File: src/rtl/uart_rx.sv
// rtl/uart_rx.sv - 8N1 UART receiver: two-flop synchroniser, mid-bit sampling, framing-error detection
module uart_rx #(
    parameter int CLKS_PER_BIT = 434,
    parameter int HALF_BIT     = CLKS_PER_BIT / 2
) (
    input  logic       clk,
    input  logic       rst_n,
    input  logic       i_rx,
    output logic [7:0] o_rx_d,
    output logic       o_rx_valid,
    output logic       o_frame_err,
    output logic       o_busy
);

    localparam int            CW        = $clog2(CLKS_PER_BIT);
    localparam logic [CW-1:0] BIT_LAST  = CW'(CLKS_PER_BIT - 1);
    localparam logic [CW-1:0] HALF_LAST = CW'(HALF_BIT - 1);

    typedef enum logic [2:0] {
        S_IDLE,
        S_START,
        S_DATA,
        S_STOP,
        S_BREAK
    } state_e;

    state_e        state_q, state_d;
    logic          sync1_q, rx_s_q;
    logic [CW-1:0] cnt_q, cnt_d;
    logic [2:0]    bit_q, bit_d;
    logic [7:0]    shift_q, shift_d;
    logic [7:0]    rx_d_q, rx_d_d;
    logic          valid_q, valid_d;
    logic          err_q, err_d;

    // Synchronisers reset to 1 so a reset never looks like a falling edge.
    always_ff @(posedge clk or negedge rst_n) begin
        if (!rst_n) begin
            sync1_q <= 1'b1;
            rx_s_q  <= 1'b1;
            state_q <= S_IDLE;
            cnt_q   <= '0;
            bit_q   <= 3'd0;
            shift_q <= 8'h00;
            rx_d_q  <= 8'h00;
            valid_q <= 1'b0;
            err_q   <= 1'b0;
        end else begin
            sync1_q <= i_rx;
            rx_s_q  <= sync1_q;
            state_q <= state_d;
            cnt_q   <= cnt_d;
            bit_q   <= bit_d;
            shift_q <= shift_d;
            rx_d_q  <= rx_d_d;
            valid_q <= valid_d;
            err_q   <= err_d;
        end
    end

    always_comb begin
        state_d = state_q;
        cnt_d   = cnt_q;
        bit_d   = bit_q;
        shift_d = shift_q;
        rx_d_d  = rx_d_q;
        valid_d = 1'b0;
        err_d   = 1'b0;
        case (state_q)
            S_IDLE: begin
                cnt_d = '0;
                if (!rx_s_q) begin
                    state_d = S_START;
                end
            end
            S_START: begin
                if (cnt_q == HALF_LAST) begin
                    cnt_d   = '0;
                    bit_d   = 3'd0;
                    state_d = rx_s_q ? S_IDLE : S_DATA;
                end else begin
                    cnt_d = cnt_q + CW'(1);
                end
            end
            S_DATA: begin
                if (cnt_q == BIT_LAST) begin
                    cnt_d   = '0;
                    shift_d = {rx_s_q, shift_q[7:1]};
                    if (bit_q == 3'd7) begin
                        state_d = S_STOP;
                    end else begin
                        bit_d = bit_q + 3'd1;
                    end
                end else begin
                    cnt_d = cnt_q + CW'(1);
                end
            end
            S_STOP: begin
                if (cnt_q == BIT_LAST) begin
                    cnt_d = '0;
                    if (rx_s_q) begin
                        rx_d_d  = shift_q;
                        valid_d = 1'b1;
                        state_d = S_IDLE;
                    end else begin
                        err_d   = 1'b1;
                        state_d = S_BREAK;
                    end
                end else begin
                    cnt_d = cnt_q + CW'(1);
                end
            end
            // A line held low must return high before a new start bit counts.
            S_BREAK: begin
                if (rx_s_q) begin
                    state_d = S_IDLE;
                end
            end
            default: begin
                state_d = S_IDLE;
            end
        endcase
    end

    always_comb begin
        o_busy      = (state_q != S_IDLE);
        o_rx_d      = rx_d_q;
        o_rx_valid  = valid_q;
        o_frame_err = err_q;
    end

endmodule

File: config.mk
export PLATFORM = sky130hd
export DESIGN_NAME = uart_rx
export DESIGN_NICKNAME = d
export VERILOG_FILES = /design/src/rtl/uart_rx.sv
export SDC_FILE = /design/constraint.sdc
export NUM_CORES = 1
export LEC_CHECK = 0
export CORE_ASPECT_RATIO = 0.6
export CORE_MARGIN = 2
export CORE_UTILIZATION = 40
export DETAILED_ROUTE_END_ITERATION = 8
export PLACE_DENSITY = 0.71
export SLEW_MARGIN = 0
export SYNTH_ARGS = -nofsm -noshare
export SYNTH_HDL_FRONTEND = slang
export SYNTH_SLANG_ARGS = --single-unit
export TNS_END_PERCENT = 30
File: constraint.sdc
create_clock -name clk -period 2.2 [get_ports clk]
set_input_delay 0.44 -clock clk [delete_from_list [all_inputs] [get_ports clk]]
set_output_delay 0.44 -clock clk [all_outputs]
set_load 0.05 [all_outputs]
After elaboration in Yosys (flattened, before gate mapping)
Index checks and enable logic that the tools add are counted.

Flip-flop bits (word level): 35. Latch bits: 0. Memory bits (writable): 0. ROM bits: 0. Bits of input ports: 3. Logic and storage cells: 56. Memories kept: 0.

Add/subtract/negate cells: 2. $mul: 0. Div/mod/pow operators: 0. Magnitude comparators: 0. Equality and inequality tests: 14. Shift-type cells: 0. Multiplexer cells: 22. Bitwise operators: 0. Reduce and logical (&&, ||, !) cells: 9.

Operators by type and width (number): 3-bit two-way mux (10); 9-bit one-hot mux with 3 select lines (1); 9-bit two-way mux (2); 3-bit one-hot mux with 5 select lines (1); 2-bit != test, second input constant (7); 9-bit by 1-bit adder with 9-bit output, second input constant (1); 9-bit by 8-bit equality test with 1-bit output, second input constant (1); 9-bit equality test, second input constant (1); 3-bit by 2-bit equality test with 1-bit output, second input constant (2); 3-bit equality test, second input constant (2); 1-bit two-way mux (6); 3-bit one-hot mux with 2 select lines (1); 6-bit AND reduction (1); 3-bit nonzero test (2); 4-bit AND reduction (1); 3-bit by 1-bit adder with 3-bit output, second input constant (1); 3-bit by 1-bit equality test with 1-bit output, second input constant (1); 3-bit logical NOT (1); 3-bit AND reduction (1); 2-bit two-way mux (1); 2-bit AND reduction (1); 2-bit nonzero test (1); 2-bit OR reduction (1).

Depth between registers and ports, before layout
Gate-level depths: netlist of run 1.

Depth in word-level cells: 4. Gate-level depth with buffers: 7.

Worst setup path before layout of run 1
No wires, ideal clock.

Kind: register -> register. Start point: register cnt_q[1]. End point: register rx_d_q[0] (netlist: o_rx_d[0]). Library setup time: 0.125 ns. Arrival: 1.668 ns. Path slack: 0.407 ns. Cell stages (with the launch flop): 8. Clock period less this slack: 1.793 ns. Cell sequence: dfrtp_1 inv_1 ha_1 and4bb_2 and2_1 and4_1 buf_2 mux2_2.

Longest elaborated chain between the ends: 2.

Ends and longest elaborated chain: from (decl) (RTL line 29) `logic [CW-1:0] cnt_q, cnt_d;`; from (signal assigned) (RTL line 52) `cnt_q <= cnt_d;`; 9-bit equality test (RTL line 99) `if (cnt_q == BIT_LAST) begin`; 3-bit AND reduction (no line); to (signal assigned) (RTL line 55) `rx_d_q <= rx_d_d;`; to (decl) (RTL line 32) `logic [7:0] rx_d_q, rx_d_d;`.

Every way passes these cells. A chain may end at the register's enable or synchronous reset.

Final worst setup path of run 1
Start point: register cnt_q[1]. End point: register bit_q[0].

Longest elaborated chain between the ends: 3. Elaborated cells between the ends (all ways): 5. Those cells by class: 4 x eq/ne; 1 x reduce/logical.

Ends and longest elaborated chain: 9-bit equality test or 9-bit by 8-bit equality test with 1-bit output (tied branches) (RTL line 86, 77); 2-bit != test (no line); 4-bit AND reduction (no line) (*); to (signal assigned) (RTL line 53) `bit_q <= bit_d;`; to (decl) (RTL line 30) `logic [2:0] bit_q, bit_d;`.

Mark *: on every way between the ends. The rest lies on a longest branch, timed or not.

==> results by group, run 1 <==
Worst setup path
  • CP max FO: 6
  • Crit path arrival time: 2.24 ns
  • Reg2reg path depth: 6
  • Setup crit start: cnt_q[1]
  • R2r endpoint: bit_q[0]
  • CP endpoint kind: register
  • Crit path launch type: register
  • WP data required: 2.37 ns
  • Reg2reg setup slack: 0.13 ns
  • Crit path kind: register to register
  • Worst Setup EP: bit_q[0]
  • Worst flop-to-flop path startpoint: cnt_q[1]

Timing
  • Endpoints failing hold: 0
  • # setup viols final: 0
  • Worst clock skew: 0.007135 ns
  • Final TNS setup: 0 ns
  • Fin. max-slew vios: 0
  • Setup WS post-layout: 0.1287 ns
  • Max Clk Rate: 482.8 MHz
  • Max_slew headroom: 58.96%
  • Unrepaired setup endpoints after global routing: false
  • Final Cycle Share: 94.15%
  • Slew @ Worst Pin: 0.6077 ns
  • Worst hold slack: 0.3601 ns
  • Min Clock Period, post-route: 2.071 ns

Placement
  • GP Congestion: 0.8506
  • IO Port Bufs: 13
  • HPWL Detailed: 2109 µm
  • Dpl ws: 0.1325 ns
  • Placed insts: 203
  • Placed Area: 1826 µm²

Finish
  • Fin util: 51.65%
  • Share of cells above drive strength 1: 23.17%
  • Final instance area: 1944 µm²
  • Cell Count, Final, Fillers Out: 211
  • Synth-to-layout area growth: 20.93%
  • Antenna diode count: 0
  • Final nets: 171

Routing
  • DR DRC count: 0
  • DR vias/cell: 5.607
  • ANT nets after route: 0
  • Pre-antenna DRT Iters: 4
  • WL final: 3117 µm
  • Initial DRC count: 75
  • Avg WL per Cell: 14.77 µm
  • Via Count: 1183

Synth
  • Syn Inst Count: 140
  • Synth area leader: dfrtp_1
  • Cell area after synthesis: 1608 µm²
  • Sequential area share after synthesis: 54.63%
  • Yosys reg bits: 35
  • Netlist cell types: 36
  • Area share of the largest cell type after synthesis: 51.36%
  • Yosys warnings: 0
  • Synth Net Count: 148
  • Top cells by area, synth: dfrtp_1 51%, mux2_2 11%, ha_1 3.9%
  • Syn Area/Cell: 11.48 µm²

GRT
  • Largest net degree at the start of global routing: 36
  • Grt ovf: 0
  • Initial antenna violation count: 0
  • Total track usage: 15.53%
  • First-pass GRT wire length: 5326 µm
  • Vias in the first global route: 1098

Floorplanning
  • Core area: 3765 µm²
  • Initial Util: 42.71%
  • Die area: 4559 µm²
  • Row count: 17
  • Num ports: 14
  • Die height: 53.11 µm
  • Die X: 85.85 µm

CTS
  • Worst skew pair latency: 0.28 ns
  • CTS max path bufs: 2
  • CTS tree: built
  • Clk root buf: clkbuf_8
  • Clock transition at the registers of the reported paths: 0.07 ns
  • CTS Buf Count: 5
  • H-tree levels: 2
  • Hold Buf Count CTS: 0
  • Clock sink total: 35

Worst hold path
  • Worst min path class: register to register
  • Hold path cells: 0

Power
  • Max VDD drop: 0.0004004 V
  • Pleak: 0.9078 nW
  • Power Density: 646.7 nW/µm²
  • Tot Pwr: 1.257 mW

Status
  • Status: complete, no violations

Job
  • Number of max-cap violations: 0
-- synth_stat cells (all sizes together) --
master / n
dfrtp: 33
mux2: 17
nand2: 10
o21ai: 9
nor2: 8
a21oi: 7
inv: 7
ha: 5
nor3: 5
o22ai: 4
nand3: 3
nor4: 3
or3b: 3
a22o: 2
and4b: 2
buf: 2
dfstp: 2
nor2b: 2
o211ai: 2
or3: 2
a22oi: 1
a41oi: 1
and2: 1
and4: 1
and4bb: 1
clkbuf: 1
mux2i: 1
nand2b: 1
nand4: 1
o31a: 1
o41ai: 1
or2b: 1
-- worst max-delay path, cell delays in order (launching register included) --
cell,delay [ns]
dfrtp_1,0.42
inv_1,0.12
ha_1,0.16
and4b_1,0.19
a41oi_1,0.30
or3b_1,0.51
mux2_4,0.27
-- sequential cells by signal, summed over array words and instances (netlist names) --
signal       cells
cnt_q            9
o_rx_d           8
shift_q          8
bit_q            3
state_q          3
o_frame_err      1
o_rx_valid       1
rx_s_q           1
sync1_q          1
-- cells by family (layout without fill, tap and decap cells) --
group | Yosys count | in the layout | share of synthesized area, %
AO/OA/AOI/OAI | 28 | 28 | 10.66
adder cells (fa/ha/maj) | 5 | 5 | 3.891
buffers and inverters | 10 | 34 | 2.490
flip-flops | 35 | 35 | 54.63
multiplexers | 18 | 18 | 12.76
AND/OR/NAND/NOR | 44 | 44 | 15.57
-- placed cells by master (no fill, tap or decap), types with 4 or more instances in the layout --
cell type / Yosys / routed
dfrtp_1: 33 / 33
mux2_2: 16 / 16
clkdlybuf4s50_1: 0 / 12
nand2_1: 10 / 10
inv_1: 7 / 7
nor2_1: 7 / 7
a21oi_1: 7 / 7
o21ai_0: 7 / 7
buf_4: 0 / 7
clkbuf_8: 0 / 6
nor3_1: 5 / 5
ha_1: 5 / 5
o22ai_1: 4 / 4
-- how the worst min path moves through the flow --
stage | slack [ns] | end | startpoint
2_1_floorplan | 0.14 | bit_q[0] | rst_n
3_3_place_gp | 0.35 | rx_s_q | sync1_q
3_5_place_dp | 0.35 | rx_s_q | sync1_q
4_1_cts | 0.36 | rx_s_q | sync1_q
5_1_grt | 0.37 | rx_s_q | sync1_q
6_report | 0.36 | rx_s_q | sync1_q
-- what timing repair did --
item                       CTS  global route
buffers inserted             0             0
gates resized for setup      0             1
setup endpoints to repair    0             5
-- cell type report --
cell class                      instances  area, µm²
Sequential cell                        35      878.3
Fill cell                             316       1821
Timing Repair Buffer                   19      172.7
Multi-Input combinational cell         95      690.7
Clock buffer                            6      82.58
Tap cell                               47      58.81
Inverter                                7      26.28
Clock inverter                          2      35.03
-- metal layers --
metal	vias up	wire length (µm)	track usage, %
met5	-	0	0
met2	33	1463	24.35
met3	4	148	3.432
met4	0	40	7.143
met1	589	1465	20.79
li1	557	-	-
-- where the power goes --
group	internal, mW	switching, mW
Sequential	0.647	0.00193
Clock	0.367	0.225
Combinational	0.00489	0.0127
(Power assumes the default switching activity.)
==> inputs of run 2 (changes only) <==
--- a/config.mk
+++ b/config.mk
@@ -10,6 +10,7 @@
 export CORE_UTILIZATION = 40
 export DETAILED_ROUTE_END_ITERATION = 8
 export PLACE_DENSITY = 0.71
+export SKIP_CTS_REPAIR_TIMING = 1
 export SLEW_MARGIN = 0
 export SYNTH_ARGS = -nofsm -noshare
 export SYNTH_HDL_FRONTEND = slang
==> results of run 2 <==
The final DEF is identical to that of run 1; final timing and power are the same.
==> inputs of run 3 (changes only) <==
--- a/config.mk
+++ b/config.mk
@@ -8,6 +8,7 @@
 export CORE_ASPECT_RATIO = 0.6
 export CORE_MARGIN = 2
 export CORE_UTILIZATION = 40
+export CTS_CLUSTER_DIAMETER = 120
 export DETAILED_ROUTE_END_ITERATION = 8
 export PLACE_DENSITY = 0.71
 export SKIP_CTS_REPAIR_TIMING = 1
==> results of run 3 <==
The final DEF is identical to that of run 1; final timing and power are the same.
==> RTL change: new RTL, settings of run 3 <==
Change the parameter `CLKS_PER_BIT` from 434 to 1736.
--- a/src/rtl/uart_rx.sv
+++ b/src/rtl/uart_rx.sv
@@ -1,6 +1,6 @@
 // rtl/uart_rx.sv - 8N1 UART receiver: two-flop synchroniser, mid-bit sampling, framing-error detection
 module uart_rx #(
-    parameter int CLKS_PER_BIT = 434,
+    parameter int CLKS_PER_BIT = 1736,
     parameter int HALF_BIT     = CLKS_PER_BIT / 2
 ) (
     input  logic       clk,
Behaviour: no difference found for any inputs over 10 cycles, from zero or initial values and one cycle with rst_n low; that may be too few to reach the edited logic, so the function may still have changed.
==> RTL change against run 3 <==
Non-clock buffer count down 1. Area after synthesis up 14%. Design area up 9.4%. Total power down 6.8%. Routed wire length up 13%. First-iteration DRC count up 28%. Register-to-register slack better by 90 ps. Worst setup slack better by 39 ps. Sequential cell count up 2. Global-route usage down 0.25 points. Largest cell class unchanged. Largest power group unchanged.
==> RTL change: results <==
export IMPL_peakVddDrop_mv=0.3916
export IMPL_grtUsageTotal=0.1527
export IMPL_grt_pass1_vias=1257
export IMPL_place_hpwl_mm=2.494
export IMPL_holdWs_ps=360.8
export IMPL_grt_pass1_wl_mm=6.085
export IMPL_leakage_nw=0.9384
export IMPL_timing_rr_end="state_q[0]"
export IMPL_dp_slack_ps=247.6
export IMPL_ys_top_cells_by_count="35 x dfrtp_1, 16 x mux2_2, 14 x nand2_1"
export IMPL_r2r_start="cnt_q[0]"
export IMPL_wl_per_cell_um=14.92
export IMPL_syn_nets=162
export IMPL_gp_congestion=0.8897
export IMPL_drtIter0Drc=96
export IMPL_critPathTopFamily="flip-flops"
export IMPL_viasPerCell=5.403
export IMPL_reg2regPathDepth=5
export IMPL_synth_area_leaders="dfrtp_1 48%, mux2_2 9.8%, o21ai_0 3.6%"
export IMPL_nFillCells=376
export IMPL_largest_reg_flops=11
export IMPL_ys_types=46
export IMPL_fin_skew_ps=4.232
export IMPL_comb_cell_power_mw=0.0182
export IMPL_p_seq_mw=0.686
export IMPL_status="completed"
export IMPL_cp_arrival_ps=1590
==> RTL change: cell types whose count changed after synthesis, moves of 3 or more <==
cell,delta
o21ai_0,+6
nand2_1,+4
a21oi_1,-3
and4_1,+3
nor2_1,-3
nor4_1,-3
o22ai_1,-3
==> RTL change: cell type report <==
cell class | count | share of cell area
timing repair buffer | 18 | 0.07765
tap | 60 | 0.03529
multi-input combinational | 109 | 0.4012
sequential | 37 | 0.4365
clock buffer | 7 | 0.04059
inverter | 5 | 0.008824
==> RTL change: layer usage <==
layer / vias to the layer above / share of wire / global-route usage
li1: 616 / - / -
met1: 614 / 0.48 / 0.2154
met2: 36 / 0.44 / 0.2190
met3: 9 / 0.053 / 0.03221
met4: 0 / 0.025 / 0.08442
met5: - / 0 / 0
==> RTL change: kinds of logic after synthesis <==
logic type                 synth area share
and+or+nand+nor                      0.2086
DFF                                  0.5075
AOI/OAI and AO/OA                    0.1101
muxes                                0.1176
buffers and inverters               0.02599
adders and majority gates           0.02052
xor gates and xnor gates           0.009578
==> RTL change: stage by stage <==
stage,cell area (um2),power [mW],util,instances
5_1_grt,2127,1.222,0.4997,236
3_5_place_dp,2041,0.7182,0.4794,229
6_report,2127,1.172,0.4997,236
2_1_floorplan,1829,0.6991,-,156
4_1_cts,2127,1.189,0.4997,236
3_3_place_gp,2041,0.7171,0.4794,229
==> RTL change: worst max path at each step <==
stage                     startpoint         end  slack [ps]
after floorplan             cnt_q[0]  state_q[0]         420
after detailed placement    cnt_q[0]  state_q[0]         250
after CTS                 state_q[2]      o_busy         170
after global placement      cnt_q[0]  state_q[0]         310
after global routing        cnt_q[0]  state_q[0]          60
final                     state_q[2]      o_busy         170
